## src/rtl/mips_fetch_unit_if.sv

```systemverilog
`default_nettype none
// ============================================================================
// Module      : mips_fetch_unit_if
// Description : Bundles the fetch stage's Avalon-style instruction read port,
//               the instruction valid/ready delivery port, the redirect inputs
//               and the run status flag.
// Revision    : 1.0 - initial release
// ============================================================================
interface mips_fetch_unit_if;
    // Avalon-style instruction read port
    logic [31:0] avm_address;
    logic        avm_read;
    logic        avm_waitrequest;
    logic [31:0] avm_readdata;

    // Instruction delivery to control unit / datapath
    logic        instr_valid;
    logic        instr_ready;
    logic [31:0] instr;
    logic [31:0] instr_pc;
    logic [5:0]  opcode;
    logic [5:0]  funct;

    // Branch/jump redirect from the consumer
    logic        redirect_valid;
    logic [31:0] redirect_target;

    // Run status
    logic        active;

    // Fetch unit side
    modport master (
        output avm_address, avm_read,
        input  avm_waitrequest, avm_readdata,
        output instr_valid, instr, instr_pc, opcode, funct,
        input  instr_ready,
        input  redirect_valid, redirect_target,
        output active
    );

    // Memory / consumer side
    modport slave (
        input  avm_address, avm_read,
        output avm_waitrequest, avm_readdata,
        input  instr_valid, instr, instr_pc, opcode, funct,
        output instr_ready,
        output redirect_valid, redirect_target,
        input  active
    );
endinterface
`default_nettype wire

```

## src/rtl/mips_fetch_unit.sv

```systemverilog
`default_nettype none
// ============================================================================
// Module      : mips_fetch_unit
// Description : MIPS instruction fetch stage. Owns the PC, issues instruction
//               reads, holds each returned word in a one-entry output register
//               and handles branch/jump redirects with one delay slot. A fetch
//               to address 0 halts the unit until reset.
// Revision    : 1.0 - initial release
// ============================================================================
module mips_fetch_unit #(
    parameter logic [31:0] RESET_VECTOR = 32'hBFC00000
) (
    input  wire               clk,
    input  wire               reset,    // synchronous, active-low
    mips_fetch_unit_if.master bus
);

    typedef enum logic [1:0] {
        S_FETCH  = 2'd0,
        S_HOLD   = 2'd1,
        S_HALTED = 2'd2
    } state_t;

    state_t      state_q;
    logic [31:0] pc_q;
    logic        avm_read_q;
    logic        instr_valid_q;
    logic [31:0] instr_q;
    logic [31:0] instr_pc_q;
    logic        active_q;
    logic        pending_q;
    logic        in_slot_q;
    logic [31:0] pending_target_q;

    logic [31:0] next_pc_d;
    logic        take_branch_d;

    // Target low bits are discarded on purpose; sink them explicitly.
    logic        unused_target_bits;
    assign unused_target_bits = &{1'b0, bus.redirect_target[1:0]};

    // Address of the instruction following the one currently held.
    // A redirect seen on a delay-slot instruction is ignored: first target wins.
    always_comb begin
        next_pc_d     = instr_pc_q + 32'd4;
        take_branch_d = 1'b0;
        if (bus.redirect_valid && !in_slot_q) begin
            take_branch_d = 1'b1;
        end else if (in_slot_q && pending_q) begin
            next_pc_d = pending_target_q;
        end
    end

    // Fetch state machine; every output comes straight from a register.
    always_ff @(posedge clk) begin
        if (!reset) begin
            state_q          <= S_FETCH;
            pc_q             <= RESET_VECTOR;
            avm_read_q       <= 1'b0;
            instr_valid_q    <= 1'b0;
            instr_q          <= 32'd0;
            instr_pc_q       <= 32'd0;
            active_q         <= 1'b0;
            pending_q        <= 1'b0;
            in_slot_q        <= 1'b0;
            pending_target_q <= 32'd0;
        end else begin
            case (state_q)
                S_FETCH: begin
                    active_q <= 1'b1;
                    if (!avm_read_q) begin
                        // First cycle out of reset: start the read.
                        avm_read_q <= 1'b1;
                    end else if (!bus.avm_waitrequest) begin
                        instr_q       <= bus.avm_readdata;
                        instr_pc_q    <= pc_q;
                        avm_read_q    <= 1'b0;
                        instr_valid_q <= 1'b1;
                        state_q       <= S_HOLD;
                    end
                end
                S_HOLD: begin
                    if (bus.instr_ready) begin
                        if (take_branch_d) begin
                            pending_target_q <= {bus.redirect_target[31:2], 2'b00};
                            pending_q        <= 1'b1;
                            in_slot_q        <= 1'b1;
                        end else if (in_slot_q) begin
                            pending_q <= 1'b0;
                            in_slot_q <= 1'b0;
                        end
                        instr_valid_q <= 1'b0;
                        if (next_pc_d == 32'd0) begin
                            active_q <= 1'b0;
                            state_q  <= S_HALTED;
                        end else begin
                            pc_q       <= next_pc_d;
                            avm_read_q <= 1'b1;
                            state_q    <= S_FETCH;
                        end
                    end
                end
                S_HALTED: begin
                    avm_read_q    <= 1'b0;
                    instr_valid_q <= 1'b0;
                    active_q      <= 1'b0;
                end
                default: begin
                    state_q <= S_HALTED;
                end
            endcase
        end
    end

    assign bus.avm_address = pc_q;
    assign bus.avm_read    = avm_read_q;
    assign bus.instr_valid = instr_valid_q;
    assign bus.instr       = instr_q;
    assign bus.instr_pc    = instr_pc_q;
    assign bus.opcode      = instr_q[31:26];
    assign bus.funct       = instr_q[5:0];
    assign bus.active      = active_q;

endmodule
`default_nettype wire

```

## src/flat_wrapper.sv

```systemverilog
// flat-port wrapper written by rule: the top's interface ports become plain ports
module mips_fetch_unit_flat 
#(
    parameter logic [31:0] RESET_VECTOR = 32'hBFC00000
)
  (clk, reset, bus_avm_address, bus_avm_read, bus_avm_waitrequest, bus_avm_readdata, bus_instr_valid, bus_instr, bus_instr_pc, bus_opcode, bus_funct, bus_instr_ready, bus_redirect_valid, bus_redirect_target, bus_active);
  mips_fetch_unit_if bus_i ();
  input  wire clk;
  input  wire reset;
  output wire logic [$bits(bus_i.avm_address)-1:0] bus_avm_address;
  output wire logic [$bits(bus_i.avm_read)-1:0] bus_avm_read;
  input wire logic [$bits(bus_i.avm_waitrequest)-1:0] bus_avm_waitrequest;
  input wire logic [$bits(bus_i.avm_readdata)-1:0] bus_avm_readdata;
  output wire logic [$bits(bus_i.instr_valid)-1:0] bus_instr_valid;
  output wire logic [$bits(bus_i.instr)-1:0] bus_instr;
  output wire logic [$bits(bus_i.instr_pc)-1:0] bus_instr_pc;
  output wire logic [$bits(bus_i.opcode)-1:0] bus_opcode;
  output wire logic [$bits(bus_i.funct)-1:0] bus_funct;
  input wire logic [$bits(bus_i.instr_ready)-1:0] bus_instr_ready;
  input wire logic [$bits(bus_i.redirect_valid)-1:0] bus_redirect_valid;
  input wire logic [$bits(bus_i.redirect_target)-1:0] bus_redirect_target;
  output wire logic [$bits(bus_i.active)-1:0] bus_active;
  assign bus_avm_address = bus_i.avm_address;
  assign bus_avm_read = bus_i.avm_read;
  assign bus_i.avm_waitrequest = bus_avm_waitrequest;
  assign bus_i.avm_readdata = bus_avm_readdata;
  assign bus_instr_valid = bus_i.instr_valid;
  assign bus_instr = bus_i.instr;
  assign bus_instr_pc = bus_i.instr_pc;
  assign bus_opcode = bus_i.opcode;
  assign bus_funct = bus_i.funct;
  assign bus_i.instr_ready = bus_instr_ready;
  assign bus_i.redirect_valid = bus_redirect_valid;
  assign bus_i.redirect_target = bus_redirect_target;
  assign bus_active = bus_i.active;
  mips_fetch_unit #(.RESET_VECTOR(RESET_VECTOR)) u_core (.clk(clk), .reset(reset), .bus(bus_i));
endmodule
```

## config.mk

```make
export PLATFORM = sky130hd
export DESIGN_NAME = mips_fetch_unit_flat
export DESIGN_NICKNAME = d
export VERILOG_FILES = /design/src/rtl/mips_fetch_unit_if.sv /design/src/rtl/mips_fetch_unit.sv /design/src/flat_wrapper.sv
export SDC_FILE = /design/constraint.sdc
export NUM_CORES = 1
export LEC_CHECK = 0
export ABC_AREA = 1
export BUFFER_PORTS_ARGS = -buffer_cell sky130_fd_sc_hd__buf_2
export CORE_ASPECT_RATIO = 0.8
export CORE_MARGIN = 3
export CORE_UTILIZATION = 40
export DETAILED_ROUTE_END_ITERATION = 10
export HOLD_SLACK_MARGIN = 0.06
export PLACE_DENSITY = 0.74
export RECOVER_POWER = 100
export SYNTH_ARGS = -nofsm -noshare
export SYNTH_HDL_FRONTEND = slang
export SYNTH_SLANG_ARGS = --single-unit
```

## constraint.sdc

```tcl
create_clock -name clk -period 2.9 [get_ports clk]
set_clock_uncertainty 0.1 [all_clocks]
set_input_delay 0.29 -clock clk [delete_from_list [all_inputs] [get_ports clk]]
set_output_delay 0.29 -clock clk [all_outputs]
set_load 0.005 [all_outputs]
```

==> out/results.ini <==
[route]
route.layer.met1.wl_um=9390
drc=0
drtAntennaViolNets=0
avgRoutedWirePerCell_um=14.5
wl_met2_um=8830
routed.top_layer=met4
wl_um=20500
drt_iter0_drc=589
firstDrtPassIters=8
vias_per_cell=5.04
routed-via-count=7136
met3WireLength_um=1900

[clocking]
cts_sinks=133
cts_buffer_depth=2
cts_tree=yes
cts_buffers=17
clk_latency_ps=430
clkTransAtPathRegs_ps=60
h-tree-depth=4
cts-root-buf=clkbuf_16

[floorplan]
start_util_pct=42.0
row_count=40
ios=180
fp.dieH_um=120
coreArea_um2=15400
dieArea_um2=17800
die_w_um=148

[layout]
fillCellCount=1536
multi_input_area_um2=3100
final_cell_count_no_fill=1416
regArea_um2=2660
syn2layout_area_growth_pct=33.2
final_cell_mix=nand2_1 (243), dfxtp_1 (132), nor2_1 (129), buf_2 (118), inv_1 (106)
layout-drive-gt1-share_pct=16.2
mostFrequentLayoutCell=nand2_1
antenna-diode-count=0
nets=1267

[critical_path]
crit_start=u_core.bus.instr_pc[10]
r2r_setup_slack_ps=150
end_kind=flip-flop
crit_fanout=14
cp.arrival_ps=2980
reg2reg_depth=16
r2r-end=u_core.bus.avm_address[16]
crit_top_cell=nand2_1
crit_buf_inv=1
cp-start-kind=flip-flop
path_class=flip-flop to flip-flop
crit_chain=nand2_2 -> nor2_2 -> nand2_1 -> nor2_1 -> nand2_1 -> nand2_1 -> nand3_1 -> nand2_1 -> nand4_1 -> nor2_2 -> nand2_4 -> nand3_4 -> buf_4 -> nand2_1 -> nand2_1 -> nor2_1
reg2reg_from=u_core.bus.instr_pc[10]
worstPathRequired_ps=3130
slowest_delay_ps=440
crit_family=simple AND/OR/NAND/NOR gates
slowest_stage=dfxtp_1

[worst_hold_path]
min_path_type=input port to flip-flop
worstHoldStart=bus_redirect_target[25]
holdPathEnd=u_core.pending_target_q[25]
hold_depth=3

[timing]
rsz0062_at_grt=no
fmax_ghz=0.363
max_slew_margin_pct=35.3
hold_violations=0
finalSetupViolCount=0
min_period_ps=2750
final_max_slew_viol_count=0
finalSetupTns_ps=0
whs_ps=78.9
worstMarginPinSlew_ps=971
fin_crit_sh_pct=94.9

[pwr]
power.density_nw_per_um2=789
power_leakage_nw=3.88
total_power_mw=6.81
ir_worst_vdd_uv=507

[grt]
grt_pass1_wl_um=32600
grt.total_usage_pct=22.9
grt_max_degree=95
grt_pass1_vias=6462
grt_overflow_total=0
antenna_found_initial=0

[placed_design]
dp_cells=1327
dpl.hpwl_um=14300
io_buffer_count=177
gp_congestion=0.939

[synthesis]
synth_fa_ha_area_share_pct=0.966
synth_top_family_by_area=simple AND/OR/NAND/NOR gates
syn_nets=1061
yosysUniqueCellTypes=27
synth_xor_area_share_pct=0
ys_seq_area_share_pct=41.1
syn-cell-area_um2=6480
synth_seq_cells=133
syn-instance-count=987
synthArstFlopShare_pct=0
synth_edf_count=0
synth-compound-area-share_pct=12.6
syn_area_per_cell_um2=6.56
synthSimpleGateAreaFrac_pct=34.0
yosys_warnings=0
synth_ff_type=dfxtp_1
synthMuxAreaShare_pct=0

[status]
status=complete, no violations

[run]
max-cap-violations=0

layer usage:
layer | global-route usage, % | vias to the layer above
met5 | 0 | -
met4 | 6.75 | 0
met3 | 7.13 | 40
met2 | 33.7 | 317
met1 | 32.1 | 3222
li1 | - | 3557
stage by stage:
| stage | instance area [um2] | util, % | setup WS (ps) |
|---|---|---|---|
| 5_1_grt | 8630 | 56.0 | 4.89 |
| 3_5_place_dp | 7490 | 48.6 | 204 |
| 2_1_floorplan | 6480 | - | 621 |
| 3_3_place_gp | 7490 | 48.6 | 248 |
| 6_report | 8630 | 56.0 | 149 |
| 4_1_cts | 8710 | 56.5 | 168 |
how the worst max path moves through the flow:
stage / end / slack (ps) / cells after the start
after global routing: u_core.bus.active / 5 / 16
after floorplan: u_core.bus.avm_address[11] / 620 / 19
after CTS: u_core.bus.avm_address[12] / 170 / 17
after detailed placement: u_core.bus.avm_address[11] / 200 / 17
after global placement: u_core.bus.avm_address[2] / 250 / 17
final: u_core.bus.avm_address[16] / 150 / 16
power breakdown:
| part | switching (mW) | total [mW] | internal (mW) |
|---|---|---|---|
| Combinational | 1.21 | 1.90 | 0.688 |
| Clock | 0.821 | 2.43 | 1.61 |
| Sequential | 0.309 | 2.49 | 2.18 |
cell usage after synthesis, drive strengths merged, types with 5 or more instances:
| cell | n | area share (%) |
|---|---|---|
| nand2 | 248 | 15 |
| nor2 | 139 | 8.8 |
| dfxtp | 133 | 41 |
| inv | 110 | 6.4 |
| nand3 | 98 | 8.0 |
| a21oi | 89 | 6.9 |
| o21ai | 71 | 5.5 |
| clkbuf | 37 | 2.1 |
| buf | 28 | 2.7 |
| nand4 | 21 | 2.0 |
| ha | 5 | 0.97 |
| or2 | 5 | 0.48 |
final cells by class:
class                      count  area share (%)
timing repair buffer         252            17.7
clock buffer                  18            4.98
clock inverter                14            2.70
sequential                   133            30.9
inverter                     111            4.83
multi-input combinational    678            35.9
tap                          210            3.05
state kept, by name, indices dropped and copies added, names as in the netlist:
signal,flops
u_core.bus.avm_read,1
u_core.in_slot_q,1
u_core.pending_target_q,30
u_core.bus.avm_address,32
u_core.bus.active,1
u_core.bus.instr_pc,32
u_core.bus.instr,32
u_core.state_q,2
u_core.bus.instr_valid,1
u_core.pending_q,1
worst min-delay path, delay by kind of cell:
family / cells / cell delay [ps]
buffers and inverters: 1 / 80
AOI/OAI and AO/OA: 2 / 200
cells by family (layout without fill, tap and decap cells):
group                      count (synthesis)  after routing
and+or+nand+nor                          511            511
DFF                                      133            133
AOI/OAI and AO/OA                        162            162
adders and majority gates                  5              5
buffers and inverters                    176            395
timing repair:
item	CTS	global route
setup endpoints to repair	0	23
resized for setup	0	3
hold buffers	56	0
hold endpoints to repair	56	0
setup buffers	0	1
Note: power is estimated with default switching activity, not from simulation.
